**src/rtl/doc_stream_scheduler.sv**
```systemverilog
// doc_stream_scheduler
//
// Reads the whole character document out in row-major order and streams it
// byte by byte toward the UART transmitter. It requests the document's shared
// read port for every address. It substitutes BLANK for empty (8'h00) cells.
// When EOL_EN is set, it appends NEWLINE after the last column of each row.
// A one-cycle done pulse marks the end of a complete dump. That pulse drives
// the editor's clear_data hook.
//
// Ports
//   clk       system clock
//   rst       synchronous reset, active low
//   start     one-cycle dump request, honoured only while idle
//   doc_req   request for the document read port
//   doc_gnt   port granted this cycle; doc_data is valid in the same cycle
//   doc_addr  document address {row, col}, driven while requesting
//   doc_data  document read data (combinational read)
//   tx_data   byte offered to the transmitter
//   tx_valid  tx_data is valid
//   tx_ready  transmitter accepts the byte at this edge when tx_valid is high
//   busy      a dump is in progress (registered)
//   done      one-cycle completion pulse
//
// Handshakes
//   Both interfaces use strict valid/ready semantics. A transfer happens
//   only at a rising edge where the request/valid side and the grant/ready
//   side are both high. Once doc_req or tx_valid is raised, it stays high
//   and its payload (doc_addr or tx_data) stays frozen until that transfer
//   edge. The two request sides come from mutually exclusive states, so
//   doc_req and tx_valid are never high together.

module doc_stream_scheduler #(
  parameter int unsigned ROW_BITS = 4,
  parameter int unsigned COL_BITS = 5,
  parameter bit          EOL_EN   = 1'b1,
  parameter logic [7:0]  NEWLINE  = 8'h0A,
  parameter logic [7:0]  BLANK    = 8'h20
) (
  input  logic                         clk,
  input  logic                         rst,
  input  logic                         start,
  output logic                         doc_req,
  input  logic                         doc_gnt,
  output logic [ROW_BITS+COL_BITS-1:0] doc_addr,
  input  logic [7:0]                   doc_data,
  output logic [7:0]                   tx_data,
  output logic                         tx_valid,
  input  logic                         tx_ready,
  output logic                         busy,
  output logic                         done
);

  typedef enum logic [2:0] {
    S_IDLE = 3'd0,
    S_REQ  = 3'd1,
    S_SEND = 3'd2,
    S_EOL  = 3'd3,
    S_DONE = 3'd4
  } state_t;

  localparam logic [ROW_BITS-1:0] ROW_LAST = '1;
  localparam logic [COL_BITS-1:0] COL_LAST = '1;
  localparam logic [ROW_BITS-1:0] ROW_INC  = 1;
  localparam logic [COL_BITS-1:0] COL_INC  = 1;

  state_t              state;
  state_t              state_nx;
  logic [ROW_BITS-1:0] row;
  logic [ROW_BITS-1:0] row_nx;
  logic [COL_BITS-1:0] col;
  logic [COL_BITS-1:0] col_nx;
  logic [7:0]          tx_data_nx;
  logic                row_last;
  logic                col_last;

  assign row_last = (row == ROW_LAST);
  assign col_last = (col == COL_LAST);

  // State, position counters and the transmit byte register.
  always_ff @(posedge clk) begin
    if (!rst) begin
      state   <= S_IDLE;
      row     <= '0;
      col     <= '0;
      tx_data <= 8'h00;
      busy    <= 1'b0;
    end else begin
      state   <= state_nx;
      row     <= row_nx;
      col     <= col_nx;
      tx_data <= tx_data_nx;
      // Registering the next-state decode makes busy equal to
      // (state != S_IDLE) while still coming straight from a flop.
      busy    <= (state_nx != S_IDLE);
    end
  end

  // Next-state logic. The terminal checks are evaluated before any counter
  // increment, so the position never wraps past the last address.
  always_comb begin
    state_nx   = state;
    row_nx     = row;
    col_nx     = col;
    tx_data_nx = tx_data;
    case (state)
      S_IDLE: begin
        if (start) begin
          state_nx = S_REQ;
          row_nx   = '0;
          col_nx   = '0;
        end
      end
      S_REQ: begin
        if (doc_gnt) begin
          tx_data_nx = (doc_data == 8'h00) ? BLANK : doc_data;
          state_nx   = S_SEND;
        end
      end
      S_SEND: begin
        if (tx_ready) begin
          if (col_last && EOL_EN) begin
            // The newline is loaded here so tx_data is already stable on
            // the first cycle tx_valid is high in S_EOL.
            tx_data_nx = NEWLINE;
            state_nx   = S_EOL;
          end else if (row_last && col_last) begin
            state_nx = S_DONE;
          end else begin
            state_nx = S_REQ;
            if (col_last) begin
              col_nx = '0;
              row_nx = row + ROW_INC;
            end else begin
              col_nx = col + COL_INC;
            end
          end
        end
      end
      S_EOL: begin
        if (tx_ready) begin
          if (row_last) begin
            state_nx = S_DONE;
          end else begin
            row_nx   = row + ROW_INC;
            col_nx   = '0;
            state_nx = S_REQ;
          end
        end
      end
      S_DONE: begin
        state_nx = S_IDLE;
      end
      default: begin
        state_nx = S_IDLE;
      end
    endcase
  end

  // Outputs decoded from the registered state. The address is presented
  // only while requesting, which keeps the shared port quiet otherwise.
  assign doc_req  = (state == S_REQ);
  assign doc_addr = (state == S_REQ) ? {row, col} : '0;
  assign tx_valid = (state == S_SEND) || (state == S_EOL);
  assign done     = (state == S_DONE);

endmodule

```
**config.mk**
```make
export PLATFORM = sky130hd
export DESIGN_NAME = doc_stream_scheduler
export DESIGN_NICKNAME = d
export VERILOG_FILES = /design/src/rtl/doc_stream_scheduler.sv
export SDC_FILE = /design/constraint.sdc
export NUM_CORES = 1
export LEC_CHECK = 0
export BUFFER_PORTS_ARGS = -buffer_cell sky130_fd_sc_hd__buf_2
export CAP_MARGIN = 20
export CORE_ASPECT_RATIO = 0.6
export CORE_MARGIN = 10
export CORE_UTILIZATION = 50
export DETAILED_ROUTE_END_ITERATION = 10
export PLACE_DENSITY = 0.78
export SETUP_SLACK_MARGIN = 0.1
export SYNTH_ARGS = -nofsm -noshare
export SYNTH_HDL_FRONTEND = slang
export SYNTH_SLANG_ARGS = --single-unit
```
**constraint.sdc**
```tcl
create_clock -name clk -period 3.25 [get_ports clk]
set_input_delay 0.325 -clock clk [delete_from_list [all_inputs] [get_ports clk]]
set_output_delay 0.325 -clock clk [all_outputs]
set_load 0.005 [all_outputs]
```
; Word level (Yosys, flattened, before mapping)
; Index checks and enable logic that the tools add are counted.
[op_classes]
addsub = 2
reduce_logical = 11
eq_ne = 14
muxes = 25
[op_table]
columns = op, count
row1 = $mux W8, 4
row2 = $mux W5, 6
row3 = $mux W3, 7
row4 = $pmux W8 S2, 1
row5 = $pmux W5 S3, 1
row6 = $ne A2 B2 Y1 const B, 7
row7 = $mux W4, 3
row8 = $pmux W3 S4, 1
row9 = $mux W9, 1
row10 = $logic_not A8 Y1, 1
row11 = $pmux W4 S2, 1
row12 = $reduce_and A4 Y1, 2
row13 = $reduce_and A7 Y1, 1
row14 = $eq A3 B2 Y1 const B, 2
row15 = $reduce_bool A3 Y1, 2
row16 = $add A5 B1 Y5 const B, 1
row17 = $eq A5 B5 Y1 const B, 1
row18 = $add A4 B1 Y4 const B, 1
row19 = $eq A4 B4 Y1 const B, 1
row20 = $reduce_bool A2 Y1, 2
row21 = $eq A3 B1 Y1 const B, 1
row22 = $eq A3 B3 Y1 const B, 1
row23 = $logic_not A3 Y1, 1
row24 = $ne A2 B1 Y1 const B, 1
row25 = 2 further kinds, 2
[word_totals]
out_inout_bits = 21
wordCells = 57
ff_bits = 21

; Depth between registers and ports, before layout
; Gate-level depths: netlist (run 1).
[depth]
depth_word = 7
mapped_depth = 7

; Worst setup path before layout (run 1)
; No wires, ideal clock.
[synth_path]
kind = reg2reg
start = register col[0]
end = register col[0]
stages_incl_launch_ff = 8
n_path_buf = 0
required_time_ns = 3.134
t_arrival_ns = 1.483
synth_period_minus_slack_ns = 1.599
path_slack_ns = 1.651
cell_sequence = dfxtp_1 ha_1 and3_1 ha_1 nor2_1 a22oi_1 a21o_1 a31o_1
[synth_via]
elab_chain_len = 5
elab_cells_between_ends = 10
cone_classes = add/sub (1) / eq/ne (3) / mux (4) / reduce/logical (2)
[synth_lines]
columns = item, line_no
row1 = "start, declared", 70  ; logic [COL_BITS-1:0] col;
row2 = "start signal, assigned", 90  ; col <= col_nx;
row3 = $add A5 B1 Y5, 134  ; col_nx = col + COL_INC;
row4 = $mux W5, 126  ; end else if (row_last && col_last) begin
row5 = $mux W5, 121  ; if (col_last && EOL_EN) begin
row6 = $mux W5, 120  ; if (tx_ready) begin
row7 = $pmux W5 S3, 105  ; case (state)
; Several ways; a longest one is shown, not always the timed one. The select of a mux whose other input is x is not followed.
; A chain may end at the register's enable or synchronous reset.

; Final worst setup path (run 1)
[layout_path]
start = register state[0]
end = output port doc_addr[2]
[layout_via]
elab_chain_len = 2
[layout_lines]
columns = item, line_no
row1 = "start, declared", 66  ; state_t state;
row2 = "start signal, assigned", 88  ; state <= state_nx;
row3 = $eq A3 B1 Y1, 162  ; assign doc_addr = (state == S_REQ) ? {row, col} : '0;
row4 = $mux W9, 162
row5 = "end, declared", 44  ; output logic [ROW_BITS+COL_BITS-1:0] doc_addr,
; Every way passes these cells.

==> summary.md, run 1 <==
| Metric | Value |
|---|---|
| Status | `complete, no violations` |
| Worst hold slack | `307 ps` |
| Row Count | `13` |
| Final Hold Fails | `0` |
| Met2 WL | `1.37 mm` |
| Crit share post-route | `0.613` |
| Gpl congestion | `0.839` |
| Longest Clk Path Bufs | `2` |
| Max-slew headroom | `0.702` |
| Net Sw Frac | `0.275` |
| Post-synthesis mux area share | `0.0176` |
| Metal-1 WL | `1.31 mm` |
| Synth Area in Adders | `0.0331` |
| Most frequent cells after synthesis | `21 x dfxtp_1, 16 x nand2_1, 15 x nand3_1` |
| Worst hold path startpoint | `doc_data[4]` |
| Critical path class | `register to primary output` |
| Reg-to-Reg End | `col[2]$_SDFFE_PN0P_` |
| Synth Area in Compound Gates | `0.191` |
| DR vias/cell | `5.61` |
| TritonCTS clock tree | `yes` |
| Pwr dens | `396 mW/mm2` |
| Peak supply drop | `0.000267 V` |
| Antenna-violating nets left | `0` |
| Post-DP HPWL | `2.31 mm` |
| Largest net degree at the start of global routing | `18` |
| Synth async-reset ratio | `0` |
| Syn_area_per_cell | `8.41 um2` |
| Seq pwr share | `0.522` |
| Area Growth Syn to Fin | `19.2%` |
| Die area | `0.00464 mm2` |
| Worst min-delay path category | `primary input to register` |
| Clock power share | `0.328` |
| Largest cells by area after synthesis | `dfxtp_1 37%, and2_1 6.6%, nand3_1 6.6%` |
| Final setup vio count | `0` |
| Pint | `0.000389 W` |
| Cell Area, Synth | `0.00113 mm2` |
| Hold EP | `tx_data[4]$_SDFFE_PN0P_` |
| Synth Instances | `135` |
| Count of cell types in the netlist | `42` |
| Die Width | `81.5 um` |
| # resized after CTS | `0` |
| Met3 wire length | `219 um` |
| RSZ-0062 raised after global routing | `false` |
| Post-synthesis register bit count | `21` |
| Num CTS Buffers | `3` |
| Most common cell in the netlist | `dfxtp_1` |
| Commonest register cell after synthesis | `dfxtp_1` |
| Worst Reg2Reg Path Length in Cells | `7` |
| Post-synth top area cell | `dfxtp_1` |
| Vias in the first global route | `1,055` |
| Post-Synth Simple-Gate Area | `0.341` |
| Final wirelength | `2.93 mm` |
| DR vias | `1,099` |
| FF-to-FF setup slack | `1470 ps` |
| Critical path arrival | `1670 ps` |
| Max FO, Critical Path | `12` |
| PortBufs | `33` |
| Largest family of logic cells by synthesized area | `simple AND/OR/NAND/NOR gates` |
| Post-synth EDFFs | `0` |
| P_sw | `0.000147 W` |
| WL/cell | `15.0 um` |
| Initial DRC Count | `69` |
| Root Driver | `clkbuf_8` |
| Clk_skew | `2.35 ps` |
| Mapped Nets | `151` |
| Worst slew pin tran | `445 ps` |
| Sink Count | `21` |
| Final setup TNS | `0 ps` |
| Max-cap violation count | `0` |
| Critical path required time | `2920 ps` |
| Yosys top cell area share | `0.370` |
| TritonRoute pass-1 iters | `4` |
| Number of H-tree levels | `1` |
| Crit path time final | `1990 ps` |
| First-pass GRT wire length | `5.02 mm` |
| Leakage | `0.632 nW` |
| Clk_lat worst skew | `260 ps` |
| Setup bufs post-CTS | `0` |
| IO Pins | `34` |
| Worst Setup Start Kind | `register` |
| Initial Util | `0.525` |
| Cells on Worst Hold Path | `3` |
| Fmax | `502 MHz` |
| CP Capture Type | `primary output` |
| Post-CTS Hold Fix Bufs | `0` |
| YS warnings | `0` |
| Nets | `183` |
| Total inserted antenna cells | `0` |
| Initial antenna violation count | `0` |
| Die Ht | `56.9 um` |
| Share of layout cells above drive strength 1 | `0.271` |
| Max Used Layer | `met4` |
| Clock transition at path regs | `80 ps` |
| All-Layer GR Usage | `0.132` |
| RR Startpoint | `col[0]$_SDFFE_PN0P_` |
| Synth Area in XOR/XNOR | `0` |
| Core area | `0.00216 mm2` |
| Remaining global-route overflow | `0` |
| Sequential-to-total area share from yosys stat | `0.370` |
| DRC Markers | `0` |
| Comb pwr share | `0.150` |
| Pins over their slew limit | `0` |
power groups by stage:
stage,sequential (W),clock [W],combinational (W)
4_1_cts,0.000279,0.000177,0.0000809
6_report,0.000280,0.000176,0.0000804
5_1_grt,0.000282,0.000187,0.0000903
3_5_place_dp,0.000285,0,0.0000806
2_1_floorplan,0.000280,0,0.0000563
3_3_place_gp,0.000284,0,0.0000778
area by class of cell:
class / count / area (um2)
inverter: 6 / 22.5
multi-input combinational: 102 / 661
tap: 30 / 37.5
clock inverter: 1 / 5.00
fill: 213 / 811
timing repair buffer: 33 / 165
sequential: 21 / 420
clock buffer: 3 / 41.3
metrics by stage:
| stage | worst slack, ps | util | cells | total power (W) | cell area [um2] |
|---|---|---|---|---|---|
| after global routing | 1120 | 0.625 | 196 | 0.000559 | 1350 |
| after CTS | 1250 | 0.625 | 196 | 0.000537 | 1350 |
| after floorplan | 1650 | - | 135 | 0.000336 | 1130 |
| after detailed placement | 1480 | 0.604 | 192 | 0.000366 | 1310 |
| after global placement | 1540 | 0.604 | 192 | 0.000362 | 1310 |
| final | 1260 | 0.625 | 196 | 0.000536 | 1350 |
worst max path at each step:
stage | start | to | slack (ps) | cells past startpoint
floorplan | col[0]$_SDFFE_PN0P_ | col[0]$_SDFFE_PN0P_ | 1650 | 7
global placement | col[0]$_SDFFE_PN0P_ | col[0]$_SDFFE_PN0P_ | 1540 | 7
detailed placement | col[0]$_SDFFE_PN0P_ | col[2]$_SDFFE_PN0P_ | 1480 | 7
CTS | state[0]$_SDFF_PN0_ | doc_addr[2] | 1250 | 4
global route | state[0]$_SDFF_PN0_ | doc_addr[0] | 1120 | 4
finish | state[0]$_SDFF_PN0_ | doc_addr[2] | 1260 | 4
placed cells by master, fill, tap and decap left out, types with 2 or more instances in the layout:
cell,Yosys,final
nand3_1,15,15
a31oi_1,2,2
clkbuf_8,0,3
mux2i_1,2,2
nor3_1,4,4
a21boi_1,5,5
nor4_1,3,3
and2_1,12,12
nor2b_1,2,2
ha_1,3,3
o221a_1,2,2
nor2_1,5,5
o21ai_0,2,2
dfxtp_1,21,21
a211o_1,2,2
a21o_1,2,2
a22oi_1,2,2
o21ai_1,3,3
inv_1,5,5
nand2_1,16,16
a21oi_1,2,2
buf_2,4,33
flip-flops by register name, summed over array words and instances, names as in the netlist:
register	flops
col	5
tx_data	8
row	4
busy	1
state	3
routing by layer:
metal,global-route usage,up-vias
li1,-,544
met3,0.0429,4
met1,0.173,510
met5,0,-
met2,0.207,41
met4,0.0221,0
critical path, cell delays in order, from the launching register on:
cell     delay [ps]
dfxtp_1         600
inv_2            90
nor3_2          400
and2_1          200
buf_2           110
logic make-up (layout without fill, tap and decap cells):
kind of cell	after synthesis	count (layout)
compound gates	28	28
mux	2	2
flops	21	21
buf+inv	12	43
simple gates	69	69
fa+ha+maj	3	3
Power figures use the tool's default switching activity.
==> inputs of run 2 (changes only) <==
==> constraint.sdc (replaced) <==
create_clock -name clk -period 1.9 [get_ports clk]
set_input_delay 0.19 -clock clk [delete_from_list [all_inputs] [get_ports clk]]
set_output_delay 0.19 -clock clk [all_outputs]
set_load 0.005 [all_outputs]
==> summary.md, run 2 (synthesized netlist as in run 1, its figures left out) <==
| Metric | Value |
|---|---|
| Max incr delay on CP | `340 ps (-260 ps)` |
| Reg-to-Reg End | `col[0]$_SDFFE_PN0P_` |
| Top delay family on crit path | `compound AO/OA/AOI/OAI gates` |
| Row Count | `13 (unchanged)` |
| Peak supply drop | `0.000338 V (+26%)` |
| Initial DRC Count | `85 (+23%)` |
| Final setup TNS | `0 ps (unchanged)` |
| Remaining global-route overflow | `0 (unchanged)` |
| Most common cell on crit path | `ha_1` |
| RSZ-0062 raised after global routing | `false` |
| Max FO, Critical Path | `5 (-7)` |
| Gpl congestion | `0.862 (+2.7%)` |
| Final setup vio count | `0 (unchanged)` |
| Fmax | `586 MHz` |
| IO Pins | `34 (unchanged)` |
| Final wirelength | `2.92 mm (-0.44%)` |
| Critical path arrival | `1870 ps (+200 ps)` |
| RR Startpoint | `col[0]$_SDFFE_PN0P_` |
| All-Layer GR Usage | `0.128 (-0.00418)` |
| Cells along the critical path | `ha_1, and3_1, ha_1, nor2_1, a22oi_1, a21o_1, a31o_1` |
| Power Total | `0.000916 W (+71%)` |
| Sink Count | `21 (unchanged)` |
| Die Width | `81.5 um (unchanged)` |
| Area Growth Syn to Fin | `20.5%` |
| Largest net degree at the start of global routing | `18 (unchanged)` |
| Clock transition at path regs | `80 ps (about the same)` |
| Crit share post-route | `0.898` |
| Nets | `184 (+0.55%)` |
| Critical path buffers and inverters | `0 (-2)` |
| DR vias | `1,092 (-0.64%)` |
| Worst slew pin tran | `467 ps (+22.3 ps)` |
| Pwr dens | `670 mW/mm2 (+69%)` |
| Worst Setup Start Kind | `register` |
| Slowest CP cell | `dfxtp_2` |
| TritonRoute pass-1 iters | `4 (unchanged)` |
| Leakage | `0.636 nW (+0.68%)` |
| Core area | `0.00216 mm2 (unchanged)` |
| Critical path class | `register to register` |
| TritonCTS clock tree | `yes` |
| Antenna-violating nets left | `0 (unchanged)` |
| Top reg by flops | `tx_data` |
| Number of H-tree levels | `1 (unchanged)` |
| DRC Markers | `0 (unchanged)` |
| Pins over their slew limit | `0 (unchanged)` |
| Total inserted antenna cells | `0 (unchanged)` |
| Commonest non-fill, non-tap cell in the layout | `buf_2` |
| Share of layout cells above drive strength 1 | `0.281 (+0.0104)` |
| Cells on Worst Hold Path | `3 (unchanged)` |
| Post-CTS Hold Fix Bufs | `0 (unchanged)` |
| Post-DP HPWL | `2.24 mm (-2.8%)` |
| Worst hold path startpoint | `doc_data[2]` |
| Worst Reg2Reg Path Length in Cells | `7 (unchanged)` |
| Setup bufs post-CTS | `0 (unchanged)` |
| Clk_skew | `3.46 ps (+1.12 ps)` |
| Initial antenna violation count | `0 (unchanged)` |
| Root Driver | `clkbuf_8` |
| Crit path time final | `1710 ps` |
| Worst hold slack | `170 ps (-137 ps)` |
| Clk_lat worst skew | `260 ps (about the same)` |
| Die Ht | `56.9 um (unchanged)` |
| Setup slack after layout | `195 ps (-1060 ps)` |
| Critical path required time | `2060 ps (-860 ps)` |
| Max-cap violation count | `0 (unchanged)` |
| FF-to-FF setup slack | `190 ps (-1280 ps)` |
| CP Capture Type | `register` |
| DR vias/cell | `5.54 (-1.1%)` |
| First-pass GRT wire length | `4.75 mm (-5.2%)` |
| Vias in the first global route | `977 (-7.4%)` |
| Final Hold Fails | `0 (unchanged)` |
| Status | `complete, no violations` |
| Hold EP | `tx_data[2]$_SDFFE_PN0P_` |
| Number of flip-flops in the largest register | `8 (unchanged)` |
| WL/cell | `14.8 um (-0.95%)` |
| Num CTS Buffers | `3 (unchanged)` |
| PortBufs | `33 (unchanged)` |
| Biggest regs | `tx_data: 8 flops, col: 5 flops, row: 4 flops` |
| Most frequent cells in the layout | `33 x buf_2, 19 x dfxtp_1, 16 x nand2_1, 15 x nand3_1, 12 x and2_1` |
| Max-slew headroom | `0.688 (-0.0137)` |
| Longest Clk Path Bufs | `2 (unchanged)` |
| Worst min-delay path category | `primary input to register` |
| Die area | `0.00464 mm2 (unchanged)` |
| Placement Setup Slack | `182 ps (-1300 ps)` |
| Initial Util | `0.525 (unchanged)` |
## run 2: how the worst max path moves through the flow
stage,from,slack (ps),to,cells past startpoint
after CTS,state[0]$_SDFF_PN0_,110,doc_addr[3],4
after global routing,col[0]$_SDFFE_PN0P_,120,col[3]$_SDFFE_PN0P_,7
after global placement,col[0]$_SDFFE_PN0P_,250,col[0]$_SDFFE_PN0P_,7
after floorplan,col[0]$_SDFFE_PN0P_,300,col[0]$_SDFFE_PN0P_,7
final,col[0]$_SDFFE_PN0P_,190,col[0]$_SDFFE_PN0P_,7
after detailed placement,col[0]$_SDFFE_PN0P_,180,col[0]$_SDFFE_PN0P_,7
## run 2: final cells by class
class	instances	area (um2)
inverter	6	22.5
sequential	21	423
tap	30	37.5
fill	192	796
multi-input combinational	102	667
clock buffer	4	45.0
timing repair buffer	34	173
## run 2: worst register-to-register path: stages (launching register included)
cell and delay (ps):
dfxtp_2 340, ha_1 220, and3_1 190, ha_1 210, nor2_1 90, a22oi_1 70, a21o_1 240, a31o_1 240
## run 2: power breakdown
group	total, W	internal [W]	switching [W]
clock	0.000296	0.000150	0.000146
sequential	0.000478	0.000459	0.0000190
combinational	0.000143	0.0000633	0.0000793
total	0.000916	0.000672	0.000245
## run 2: what timing repair did
item | in CTS | in global routing
resized for setup | 1 | 2
setup endpoints to repair | 9 | 14
pin swaps | 0 | 1
## run 2: per-layer routing
layer | vias up | share of wire | wire length, um | global-route usage
met3 | 6 | 0.077 | 224 | 0.0556
met5 | - | 0 | 0 | 0
met2 | 33 | 0.44 | 1290 | 0.189
met4 | 0 | 0.014 | 42 | 0.0442
li1 | 550 | - | - | -
met1 | 503 | 0.47 | 1360 | 0.161
## run 2: stage by stage
step                utilization  instances  instance area, um2
global placement          0.607        193                1310
finish                    0.632        197                1370
global route              0.632        197                1370
CTS                       0.631        197                1370
detailed placement        0.607        193                1310
floorplan                     -        135                1130
==> inputs of run 3 (changes only) <==
--- a/config.mk
+++ b/config.mk
@@ -8,7 +8,7 @@
 export BUFFER_PORTS_ARGS = -buffer_cell sky130_fd_sc_hd__buf_2
 export CAP_MARGIN = 20
 export CORE_ASPECT_RATIO = 0.6
-export CORE_MARGIN = 10
+export CORE_MARGIN = 3
 export CORE_UTILIZATION = 50
 export DETAILED_ROUTE_END_ITERATION = 10
 export PLACE_DENSITY = 0.78
==> summary.md, run 3 (synthesized netlist as in run 1, its figures left out) <==
| Metric | Value |
|---|---|
| Crit path time final | `1700 ps (-10.4 ps)` |
| Final setup TNS | `0 ps (unchanged)` |
| RSZ-0062 raised after global routing | `false` |
| TritonCTS clock tree | `yes` |
| Num CTS Buffers | `3 (unchanged)` |
| Top delay family on crit path | `compound AO/OA/AOI/OAI gates` |
| Reg-to-Reg End | `col[0]$_SDFFE_PN0P_` |
| Status | `complete, no violations` |
| Critical path arrival | `1850 ps (-20 ps)` |
| Vias in the first global route | `959 (-1.8%)` |
| Total inserted antenna cells | `0 (unchanged)` |
| Number of flip-flops in the largest register | `8 (unchanged)` |
| Row Count | `12 (-1)` |
| Die area | `0.00290 mm2 (-38%)` |
| Crit share post-route | `0.892 (-0.00547)` |
| Peak supply drop | `0.000475 V (+41%)` |
| Placement Setup Slack | `180 ps (-1.71 ps)` |
| Worst min-delay path category | `primary input to register` |
| Gpl congestion | `0.838 (-2.7%)` |
| RR Startpoint | `col[0]$_SDFFE_PN0P_` |
| DR vias | `1,113 (+1.9%)` |
| Clk_skew | `3.05 ps (-0.410 ps)` |
| PortBufs | `33 (unchanged)` |
| Cells along the critical path | `ha_2, and3_1, ha_1, nor2_1, a22oi_1, a21o_1, a31o_1` |
| Longest Clk Path Bufs | `2 (unchanged)` |
| Max FO, Critical Path | `5 (unchanged)` |
| Most frequent cells in the layout | `33 x buf_2, 19 x dfxtp_1, 16 x nand2_1, 15 x nand3_1, 12 x and2_1` |
| Worst Reg2Reg Path Length in Cells | `7 (unchanged)` |
| Remaining global-route overflow | `0 (unchanged)` |
| First-pass GRT wire length | `4.44 mm (-6.7%)` |
| Nets | `185 (+0.54%)` |
| Biggest regs | `tx_data: 8 flops, col: 5 flops, row: 4 flops` |
| P_sw | `0.000243 W (-0.50%)` |
| Final wirelength | `2.80 mm (-4.1%)` |
| Initial antenna violation count | `0 (unchanged)` |
| Worst Setup Start Kind | `register` |
| Finished Layout Cells | `196 (-0.51%)` |
| Setup slack after layout | `205 ps (+10.4 ps)` |
| Critical path class | `register to register` |
| All-Layer GR Usage | `0.201 (+0.0733)` |
| IO Pins | `34 (unchanged)` |
| Worst slew pin tran | `455 ps (-12.4 ps)` |
| Leakage | `0.638 nW (+0.35%)` |
| Area Growth Syn to Fin | `21.2%` |
| Core area | `0.00200 mm2 (-7.7%)` |
| Max-slew headroom | `0.696 (+0.00825)` |
| Largest net degree at the start of global routing | `18 (unchanged)` |
| Setup bufs post-CTS | `0 (unchanged)` |
| Initial Util | `0.568 (+0.0437)` |
| Cells on Worst Hold Path | `3 (unchanged)` |
| Pins over their slew limit | `0 (unchanged)` |
| Seq pwr share | `0.512 (-0.009)` |
| WL/cell | `14.3 um (-3.7%)` |
| Net Sw Frac | `0.265 (-0.00169)` |
| Max-cap violation count | `0 (unchanged)` |
| Slowest CP cell | `dfxtp_2` |
| Number of H-tree levels | `1 (unchanged)` |
| Die Width | `67.5 um (-17%)` |
| Commonest non-fill, non-tap cell in the layout | `buf_2` |
| Comb pwr share | `0.169 (+0.013)` |
| CP Capture Type | `register` |
| TritonRoute pass-1 iters | `4 (unchanged)` |
| FF-to-FF setup slack | `200 ps (about the same)` |
| Top reg by flops | `tx_data` |
| Worst hold path startpoint | `doc_data[4]` |
| Worst hold slack | `176 ps (+5.79 ps)` |
| Final setup vio count | `0 (unchanged)` |
| Root Driver | `clkbuf_8` |
| DRC Markers | `0 (unchanged)` |
| Pint | `0.000674 W (+0.36%)` |
| Max incr delay on CP | `340 ps (about the same)` |
| DR vias/cell | `5.68 (+2.4%)` |
| Critical path required time | `2050 ps (about the same)` |
| Die Ht | `42.9 um (-25%)` |
| Clock transition at path regs | `70 ps (about the same)` |
| Fmax | `590 MHz (+0.61%)` |
| Final Hold Fails | `0 (unchanged)` |
| Initial DRC Count | `80 (-5.9%)` |
| Post-DP HPWL | `2.15 mm (-4.0%)` |
| Critical path buffers and inverters | `0 (unchanged)` |
| Share of layout cells above drive strength 1 | `0.292 (+0.0102)` |
| Antenna-violating nets left | `0 (unchanged)` |
| Clock power share | `0.319 (-0.004)` |
| Hold EP | `tx_data[4]$_SDFFE_PN0P_` |
| Pwr dens | `667 mW/mm2 (-0.42%)` |
| Sink Count | `21 (unchanged)` |
| Clk_lat worst skew | `260 ps (about the same)` |
| Placed cell count | `192 (-0.52%)` |
[run 3: changes by cell type in the layout (fill, tap and decap cells not counted)]
cell   delta
ha_1      -1
buf_4     +1
ha_2      +1
[run 3: power by group through the flow]
stage          clock, W  combinational, W  sequential [W]
2_1_floorplan         0         0.0000964        0.000478
3_3_place_gp          0          0.000147        0.000478
3_5_place_dp          0          0.000150        0.000480
4_1_cts        0.000301          0.000151        0.000469
5_1_grt        0.000317          0.000171        0.000472
6_report       0.000293          0.000155        0.000470
[run 3: final cells by class]
type	instances	area, um2
Multi-Input combinational cell	102	669
Timing Repair Buffer	35	180
Fill cell	162	622
Clock buffer	4	45.0
Sequential cell	21	423
Tap cell	28	35.0
Inverter	6	22.5
[run 3: worst max path at each step]
stage	from	end	slack (ps)	cells past startpoint
after floorplan	col[0]$_SDFFE_PN0P_	col[0]$_SDFFE_PN0P_	300	7
after global placement	col[0]$_SDFFE_PN0P_	col[0]$_SDFFE_PN0P_	250	7
after detailed placement	col[0]$_SDFFE_PN0P_	col[0]$_SDFFE_PN0P_	180	7
after CTS	col[0]$_SDFFE_PN0P_	col[0]$_SDFFE_PN0P_	160	7
after global routing	col[0]$_SDFFE_PN0P_	col[1]$_SDFFE_PN0P_	120	7
final	col[0]$_SDFFE_PN0P_	col[0]$_SDFFE_PN0P_	200	7
[run 3: metal layers]
| layer | vias to the layer above | part of all wire | global-route usage |
|---|---|---|---|
| li1 | 549 | - | - |
| met1 | 513 | 0.47 | 0.298 |
| met2 | 51 | 0.44 | 0.284 |
| met3 | 0 | 0.088 | 0.0635 |
| met4 | 0 | 0 | 0.0323 |
| met5 | - | 0 | 0 |
[run 3: stage by stage]
step	utilization	area, um2	power [W]
6_report	0.689	1380	0.000917
5_1_grt	0.689	1380	0.000959
4_1_cts	0.683	1360	0.000921
3_5_place_dp	0.660	1320	0.000630
3_3_place_gp	0.660	1320	0.000625
2_1_floorplan	-	1130	0.000575
[run 3: repair_timing]
action                                  4_1_cts  5_1_grt
resized for setup                             0        4
hold buffers                                  0        0
endpoints found under the hold margin         0        0
endpoints found under the setup margin        0       13
[run 3: worst register-to-register path: stages (launching register included)]
cell and delay [ps]:
dfxtp_2 340, ha_2 190, and3_1 180, ha_1 210, nor2_1 120, a22oi_1 80, a21o_1 230, a31o_1 240
